[src/rtl/uart_pkg.sv]
// -----------------------------------------------------------------------------
// uart_pkg
//   Shared definitions for the parameterised UART transmitter:
//   - tx_state_e : transmitter FSM state encoding
//   - PAR_*      : par_mode encodings (2'b11 is treated like PAR_NONE)
//   - parity helpers used when a word is popped from the FIFO
// -----------------------------------------------------------------------------
package uart_pkg;

  typedef enum logic [2:0] {
    ST_IDLE   = 3'd0,
    ST_START  = 3'd1,
    ST_DATA   = 3'd2,
    ST_PARITY = 3'd3,
    ST_STOP   = 3'd4
  } tx_state_e;

  localparam logic [1:0] PAR_NONE = 2'b00;
  localparam logic [1:0] PAR_EVEN = 2'b01;
  localparam logic [1:0] PAR_ODD  = 2'b10;

  // Widest legal data word; narrower words are zero-extended before use,
  // which leaves their XOR reduction unchanged.
  localparam int unsigned MAX_DATA_W = 9;

  // A parity cell is sent only for the two explicit parity modes.
  function automatic logic parity_enabled(input logic [1:0] mode);
    return (mode == PAR_EVEN) || (mode == PAR_ODD);
  endfunction

  // Even: XOR of the data bits. Odd: its inverse.
  function automatic logic parity_bit(input logic [MAX_DATA_W-1:0] data,
                                      input logic [1:0]            mode);
    return (^data) ^ (mode == PAR_ODD);
  endfunction

endpackage

[src/rtl/uart_tx_fifo.sv]
// -----------------------------------------------------------------------------
// uart_tx_fifo
//   Synchronous transmit FIFO with a registered occupancy count.
//   Ports:
//     clk_i    : clock, rising edge
//     rst_i    : asynchronous active-high reset (flushes the FIFO)
//     push_i   : write request, ignored when full
//     wdata_i  : word to write
//     pop_i    : read request, ignored when empty
//     rdata_o  : head word (valid whenever empty_o is low)
//     full_o   : level == FIFO_DEPTH
//     empty_o  : level == 0
//     level_o  : entries currently held (one extra bit beyond the pointers)
// -----------------------------------------------------------------------------
module uart_tx_fifo #(
  parameter int DATA_W     = 8,
  parameter int FIFO_DEPTH = 4
) (
  input  logic                          clk_i,
  input  logic                          rst_i,
  input  logic                          push_i,
  input  logic [DATA_W-1:0]             wdata_i,
  input  logic                          pop_i,
  output logic [DATA_W-1:0]             rdata_o,
  output logic                          full_o,
  output logic                          empty_o,
  output logic [$clog2(FIFO_DEPTH):0]   level_o
);

  localparam int PW = $clog2(FIFO_DEPTH);
  localparam int LW = PW + 1;

  logic [DATA_W-1:0] mem_q [FIFO_DEPTH];
  logic [PW-1:0]     wr_ptr_q;
  logic [PW-1:0]     rd_ptr_q;
  logic [LW-1:0]     level_q;
  logic              push_ok;
  logic              pop_ok;

  assign full_o  = (level_q == LW'(FIFO_DEPTH));
  assign empty_o = (level_q == {LW{1'b0}});
  // A push while full is dropped even if a pop happens in the same cycle.
  assign push_ok = push_i && !full_o;
  assign pop_ok  = pop_i && !empty_o;
  assign rdata_o = mem_q[rd_ptr_q];
  assign level_o = level_q;

  // Storage array: written on an accepted push, never reset.
  always_ff @(posedge clk_i) begin
    if (push_ok) begin
      mem_q[wr_ptr_q] <= wdata_i;
    end
  end

  // Pointers and level. Pointers are exactly log2(depth) bits wide, so they
  // wrap modulo FIFO_DEPTH on their own.
  always_ff @(posedge clk_i or posedge rst_i) begin
    if (rst_i) begin
      wr_ptr_q <= {PW{1'b0}};
      rd_ptr_q <= {PW{1'b0}};
      level_q  <= {LW{1'b0}};
    end else begin
      if (push_ok) begin
        wr_ptr_q <= wr_ptr_q + PW'(1);
      end
      if (pop_ok) begin
        rd_ptr_q <= rd_ptr_q + PW'(1);
      end
      case ({push_ok, pop_ok})
        2'b10:   level_q <= level_q + LW'(1);
        2'b01:   level_q <= level_q - LW'(1);
        default: level_q <= level_q;
      endcase
    end
  end

endmodule

[src/rtl/uart_tx_param.sv]
// -----------------------------------------------------------------------------
// uart_tx_param
//   FIFO-buffered UART transmitter with configurable data width, parity and
//   stop bits. Every bit cell lasts OVERSAMPLE baud_tick pulses.
//   Ports:
//     sys_clk    : clock, rising edge
//     sys_rst    : asynchronous active-high reset (aborts frame, flushes FIFO)
//     baud_tick  : one-cycle enable at OVERSAMPLE x baud rate
//     par_mode   : 00 none, 01 even, 10 odd, 11 none (latched per frame)
//     stop2      : 1 = two stop bits, 0 = one (latched per frame)
//     tx_data    : word to enqueue, sent LSB first
//     tx_valid   : enqueue request, accepted when tx_ready is high
//     tx_ready   : FIFO not full
//     uart_tx    : registered serial line, idle high
//     tx_busy    : registered, high whenever the FSM is not IDLE
//     tx_done    : registered one-cycle pulse after the last stop cell
//     fifo_level : entries currently queued
// -----------------------------------------------------------------------------
module uart_tx_param #(
  parameter int DATA_W     = 8,
  parameter int OVERSAMPLE = 16,
  parameter int FIFO_DEPTH = 4
) (
  input  logic                          sys_clk,
  input  logic                          sys_rst,
  input  logic                          baud_tick,
  input  logic [1:0]                    par_mode,
  input  logic                          stop2,
  input  logic [DATA_W-1:0]             tx_data,
  input  logic                          tx_valid,
  output logic                          tx_ready,
  output logic                          uart_tx,
  output logic                          tx_busy,
  output logic                          tx_done,
  output logic [$clog2(FIFO_DEPTH):0]   fifo_level
);

  import uart_pkg::*;

  localparam int CW = $clog2(OVERSAMPLE);
  localparam int BW = $clog2(DATA_W);

  // FSM and frame registers
  tx_state_e         state_q;
  logic [CW-1:0]     cell_q;
  logic [BW-1:0]     bit_q;
  logic              stop_cnt_q;
  logic [DATA_W-1:0] shift_q;
  logic              par_en_q;
  logic              par_bit_q;
  logic              stop2_q;
  logic              uart_tx_q;
  logic              tx_busy_q;
  logic              tx_done_q;

  // FIFO interface
  logic              fifo_push;
  logic              fifo_pop;
  logic [DATA_W-1:0] fifo_rdata;
  logic              fifo_full;
  logic              fifo_empty;

  // Cell/frame timing decodes
  logic              cell_end;
  logic              last_bit;
  logic              last_stop;
  logic              frame_end;

  assign tx_ready  = !fifo_full;
  assign fifo_push = tx_valid && tx_ready;

  assign cell_end  = baud_tick && (cell_q == CW'(OVERSAMPLE - 1));
  assign last_bit  = (bit_q == BW'(DATA_W - 1));
  assign last_stop = !stop2_q || stop_cnt_q;
  assign frame_end = (state_q == ST_STOP) && cell_end && last_stop;

  // A new frame is loaded either from IDLE or directly at the end of the
  // previous stop cell, so back-to-back frames have no idle line between them.
  assign fifo_pop  = !fifo_empty && ((state_q == ST_IDLE) || frame_end);

  uart_tx_fifo #(
    .DATA_W     (DATA_W),
    .FIFO_DEPTH (FIFO_DEPTH)
  ) u_fifo (
    .clk_i   (sys_clk),
    .rst_i   (sys_rst),
    .push_i  (fifo_push),
    .wdata_i (tx_data),
    .pop_i   (fifo_pop),
    .rdata_o (fifo_rdata),
    .full_o  (fifo_full),
    .empty_o (fifo_empty),
    .level_o (fifo_level)
  );

  // Transmit FSM with registered line, busy and done outputs.
  always_ff @(posedge sys_clk or posedge sys_rst) begin
    if (sys_rst) begin
      state_q    <= ST_IDLE;
      cell_q     <= {CW{1'b0}};
      bit_q      <= {BW{1'b0}};
      stop_cnt_q <= 1'b0;
      shift_q    <= {DATA_W{1'b0}};
      par_en_q   <= 1'b0;
      par_bit_q  <= 1'b0;
      stop2_q    <= 1'b0;
      uart_tx_q  <= 1'b1;
      tx_busy_q  <= 1'b0;
      tx_done_q  <= 1'b0;
    end else begin
      tx_done_q <= frame_end;

      // Cell counter only moves on baud_tick and restarts at every cell end,
      // which is the only point where a state or bit change can happen.
      if ((state_q != ST_IDLE) && baud_tick) begin
        cell_q <= cell_end ? {CW{1'b0}} : cell_q + CW'(1);
      end

      if (fifo_pop) begin
        // Snapshot the word and line configuration for the whole frame.
        state_q    <= ST_START;
        shift_q    <= fifo_rdata;
        par_en_q   <= parity_enabled(par_mode);
        par_bit_q  <= parity_bit(MAX_DATA_W'(fifo_rdata), par_mode);
        stop2_q    <= stop2;
        bit_q      <= {BW{1'b0}};
        stop_cnt_q <= 1'b0;
        cell_q     <= {CW{1'b0}};
        uart_tx_q  <= 1'b0;
        tx_busy_q  <= 1'b1;
      end else begin
        case (state_q)
          ST_IDLE: begin
            uart_tx_q <= 1'b1;
            tx_busy_q <= 1'b0;
          end

          ST_START: begin
            if (cell_end) begin
              state_q   <= ST_DATA;
              uart_tx_q <= shift_q[0];
            end
          end

          ST_DATA: begin
            if (cell_end) begin
              if (last_bit) begin
                bit_q <= {BW{1'b0}};
                if (par_en_q) begin
                  state_q   <= ST_PARITY;
                  uart_tx_q <= par_bit_q;
                end else begin
                  state_q   <= ST_STOP;
                  uart_tx_q <= 1'b1;
                end
              end else begin
                // Next bit is already sitting at shift_q[1].
                bit_q     <= bit_q + BW'(1);
                shift_q   <= shift_q >> 1;
                uart_tx_q <= shift_q[1];
              end
            end
          end

          ST_PARITY: begin
            if (cell_end) begin
              state_q   <= ST_STOP;
              uart_tx_q <= 1'b1;
            end
          end

          ST_STOP: begin
            if (cell_end) begin
              if (last_stop) begin
                state_q    <= ST_IDLE;
                stop_cnt_q <= 1'b0;
                tx_busy_q  <= 1'b0;
                uart_tx_q  <= 1'b1;
              end else begin
                stop_cnt_q <= 1'b1;
              end
            end
          end

          default: begin
            state_q   <= ST_IDLE;
            uart_tx_q <= 1'b1;
            tx_busy_q <= 1'b0;
          end
        endcase
      end
    end
  end

  assign uart_tx = uart_tx_q;
  assign tx_busy = tx_busy_q;
  assign tx_done = tx_done_q;

endmodule

[config.mk]
export PLATFORM = sky130hd
export DESIGN_NAME = uart_tx_param
export DESIGN_NICKNAME = d
export VERILOG_FILES = /design/src/rtl/uart_pkg.sv /design/src/rtl/uart_tx_fifo.sv /design/src/rtl/uart_tx_param.sv
export SDC_FILE = /design/constraint.sdc
export NUM_CORES = 1
export LEC_CHECK = 0
export ABC_AREA = 0
export ABC_CLOCK_PERIOD_IN_PS = 2800
export CORE_MARGIN = 5
export CORE_UTILIZATION = 30
export DETAILED_ROUTE_END_ITERATION = 10
export GPL_TIMING_DRIVEN = 0
export PLACE_DENSITY_LB_ADDON = 0.25
export SYNTH_ARGS = -nofsm -noshare
export SYNTH_HDL_FRONTEND = slang
export SYNTH_SLANG_ARGS = --single-unit
[constraint.sdc]
create_clock -name sys_clk -period 2.8 [get_ports sys_clk]
set_input_delay 0.56 -clock sys_clk [delete_from_list [all_inputs] [get_ports sys_clk]]
set_output_delay 0.56 -clock sys_clk [all_outputs]
set_load 0.1 [all_outputs]
==> impl_metrics.json <==
{
  "cts_max_level": 3,
  "final_antenna_net_count": 0,
  "avgSynthCellArea_um2": 13.27,
  "crit_arrival_ps": 2050,
  "critPathLaunch": "u_fifo.level_o[1]",
  "r2r-start": "cell_q[0]",
  "cts_tree": "built",
  "dp.cells": 374,
  "async_flop_share_pct": 50.00,
  "internal_power_mw": 2.417,
  "yosys.cell_types.count": 44,
  "vias": 1748,
  "pwr-share-clk_pct": 19.5,
  "criticalPathCategory": "register to output pin",
  "synthAdderAreaFrac_pct": 4.544,
  "vias_per_cell": 4.459,
  "r2r_end": "u_fifo.level_o[2]",
  "crit_path_end": "tx_ready",
  "final_max_slew_viol_count": 0,
  "cpMaxStageDelayCell": "clkdlybuf4s50_1",
  "max_stage_delay_ps": 1140,
  "gp_congestion": 0.7504,
  "critPathLaunchType": "register",
  "synth_xor_area_share_pct": 4.929,
  "p_comb_share_pct": 44.9,
  "netlist_area_mm2": 0.002919,
  "synthTopCellsByArea": "edfxtp_1 (33%), dfrtp_1 (27%), mux2i_1 (4.1%)",
  "die_area_mm2": 0.01180,
  "clkTransAtPathRegs_ps": 70,
  "pin_count": 22,
  "clock-sinks": 64,
  "cts_hold_buffers": 0,
  "reg2reg_depth": 11,
  "powerDensity_mw_per_mm2": 1112,
  "die_h_um": 108.6,
  "cts_root_buffer": "clkbuf_8",
  "fin_crit_ps": 2608,
  "finClkSkew_ps": 6.752,
  "switching_share_pct": 39.07,
  "drive_above_1_share_pct": 15.44,
  "cp.required_ps": 2240,
  "grt_pass1_wl_mm": 8.700,
  "grt_pass1_vias": 1758,
  "slew_headroom_pct": 35.15,
  "power_switching_mw": 1.550,
  "multi_input_area_mm2": 0.001100,
  "clk_latency_ps": 330,
  "fillers": 968,
  "holdPathStages": 2,
  "worst-path-buf-inv": 2,
  "wire_per_inst_um": 13.20,
  "endpoint_kind": "output pin",
  "p_leak_nw": 1.429,
  "synth_fp_nets": 245,
  "num_rows": 36,
  "synth_compound_area_share_pct": 6.301,
  "ff2ff_setup_slack_ps": 310,
  "dpl.hpwl_mm": 3.580,
  "yosys.area.top_type": "edfxtp_1",
  "antenna_found_initial": 0,
  "finalNonFillerCells": 392,
  "start_util_pct": 30.28,
  "numPortBuffers": 21,
  "max_freq_mhz": 383.5,
  "cp_num_cells": 3,
  "power_mw": 3.967,
  "first_pass_iters": 4,
  "post_synth_mux_area_share_pct": 11.19,
  "path_delay_family": "buffers and inverters",
  "finalNetCount": 279,
  "netlist_instances": 220,
  "area_growth_pct": 22.20,
  "die_x_um": 108.6,
  "grt_start_max_net_pins": 33,
  "hold_class": "register to register",
  "antenna_cells": 0,
  "worst_hold_slack_ps": 473.5,
  "ys.flop_type": "edfxtp_1",
  "drc": 0,
  "wl_mm": 5.176,
  "power.share.sequential_pct": 35.6,
  "drt_iter0_drc": 71,
  "final_hold_viol_count": 0,
  "yosys.area_share.simple_pct": 9.644,
  "rsz0062_at_grt": "false",
  "ys_seq_area_share_pct": 60.39,
  "regArea_mm2": 0.001767,
  "cts_buffers": 9,
  "max-clock-path-buffers": 2,
  "design.core.area_mm2": 0.009639,
  "outcome": "completed",
  "setup_viol": 0,
  "maxCapViolCount": 0,
  "vdd_drop_max_mv": 0.3499,
  "overflow": 0,
  "ys_seq_elements": 64,
  "yosysTopAreaCellShare_pct": 32.92,
  "min_period_over_period_pct": 93.14,
  "synth_top_family_by_area": "multiplexers",
  "ys_warn_count": 0,
  "grt_use_total_pct": 9.633,
  "crit_fanout": 6,
  "worstPathCellList": "inv_1 > nand3_4 > clkdlybuf4s50_1",
  "worstMarginPinSlew_ps": 969.7,
  "synth_edf_count": 32
}
==> cells in the mapped netlist (all sizes together), types with 2 or more instances <==
| cell | count |
|---|---|
| buf | 4 |
| edfxtp | 32 |
| and3 | 5 |
| or3 | 2 |
| nor3 | 4 |
| o21ai | 18 |
| o22ai | 3 |
| dfrtp | 31 |
| clkbuf | 4 |
| ha | 9 |
| inv | 12 |
| nand2 | 19 |
| mux4 | 8 |
| xor2 | 4 |
| nor2b | 3 |
| a21oi | 4 |
| mux2i | 12 |
| xnor2 | 9 |
| nand3 | 4 |
| nor2 | 16 |
==> state kept, by name, indices dropped and copies added, names as in the netlist <==
signal           cells
par_bit_q            1
stop2_q              1
u_fifo.level_o       3
shift_q              8
cell_q               4
uart_tx              1
u_fifo.rd_ptr_q      2
u_fifo.mem_q        32
state_q              3
tx_busy              1
par_en_q             1
u_fifo.wr_ptr_q      2
bit_q                3
stop_cnt_q           1
tx_done              1
==> metal layers <==
layer	share of wire (%)	global-route usage [%]	vias to the layer above
li1	-	-	864
met1	48	12.46	849
met2	48	15.05	29
met3	3.2	3.079	6
met4	1.5	3.787	0
met5	0	0	-
==> cell families after synthesis <==
| family | count (synthesis) |
|---|---|
| AOI/OAI and AO/OA | 32 |
| xor gates and xnor gates | 14 |
| adders and majority gates | 10 |
| buffers and inverters | 20 |
| DFF | 64 |
| muxes | 21 |
| and+or+nand+nor | 59 |
==> area by class of cell <==
cell class / count / area share [%]
Inverter: 12 / 1.333
Buffer: 7 / 1.052
Clock buffer: 9 / 3.472
Multi-Input combinational cell: 136 / 30.83
Sequential cell: 64 / 49.53
Timing Repair Buffer: 24 / 7.085
Clock inverter: 7 / 2.034
Tap cell: 133 / 4.665
==> stage by stage <==
step | utilization (%) | TNS [ps] | area [µm²] | worst slack, ps
final | 37.01 | 0 | 3567 | 192.1
after global placement | 34.36 | -3346 | 3312 | -1003
after floorplan | - | 0 | 2935 | 92.41
after detailed placement | 34.36 | -2213 | 3312 | -948.2
after global routing | 37.01 | 0 | 3567 | 35.05
after CTS | 36.75 | 0 | 3542 | 41.71
==> how the worst min path moves through the flow <==
stage / start / endpoint / slack [ps]
floorplan: stop2_q / stop2_q / 440
global placement: stop2_q / stop2_q / 460
detailed placement: stop2_q / stop2_q / 460
CTS: stop2_q / stop2_q / 480
global route: stop2_q / stop2_q / 520
finish: stop2_q / stop2_q / 470
==> what timing repair did <==
| item | in CTS | in global routing |
|---|---|---|
| pin swaps | 2 | 0 |
| setup buffers | 2 | 0 |
| gates resized for setup | 4 | 1 |
| hold endpoints to repair | 0 | 0 |
| endpoints found under the setup margin | 3 | 1 |
==> layout by cell type (no fill, tap or decap), drive strengths merged, types with 3 or more instances in the layout <==
master	netlist	final
a21oi	4	4
and3	5	5
buf	4	6
clkbuf	4	13
clkdlybuf4s50	0	21
clkinv	0	5
dfrtp	31	31
edfxtp	32	32
ha	9	9
inv	12	11
mux2i	12	12
mux4	8	8
nand2	19	19
nand3	4	4
nor2	16	16
nor2b	3	3
nor3	4	4
o21ai	18	18
o22ai	3	3
xnor2	9	9
xor2	4	4
==> power groups by stage <==
stage,combinational (mW),clock [mW],sequential [mW]
2_1_floorplan,1.17,0,1.66
3_3_place_gp,1.77,0,1.43
3_5_place_dp,1.78,0,1.43
4_1_cts,1.81,0.803,1.42
5_1_grt,1.95,0.848,1.45
6_report,1.78,0.772,1.41
==> worst reg2reg max path: stages, from the launching register on <==
cell and delay [ps]:
dfrtp_1 390, ha_1 200, nand4_1 170, o21ai_2 220, nand3_4 170, inv_4 210, ha_1 220, inv_1 60
fa_1 370, xor2_1 150, nor2_1 110, xor2_1 150
No activity file was read; power rests on OpenSTA's default activity.
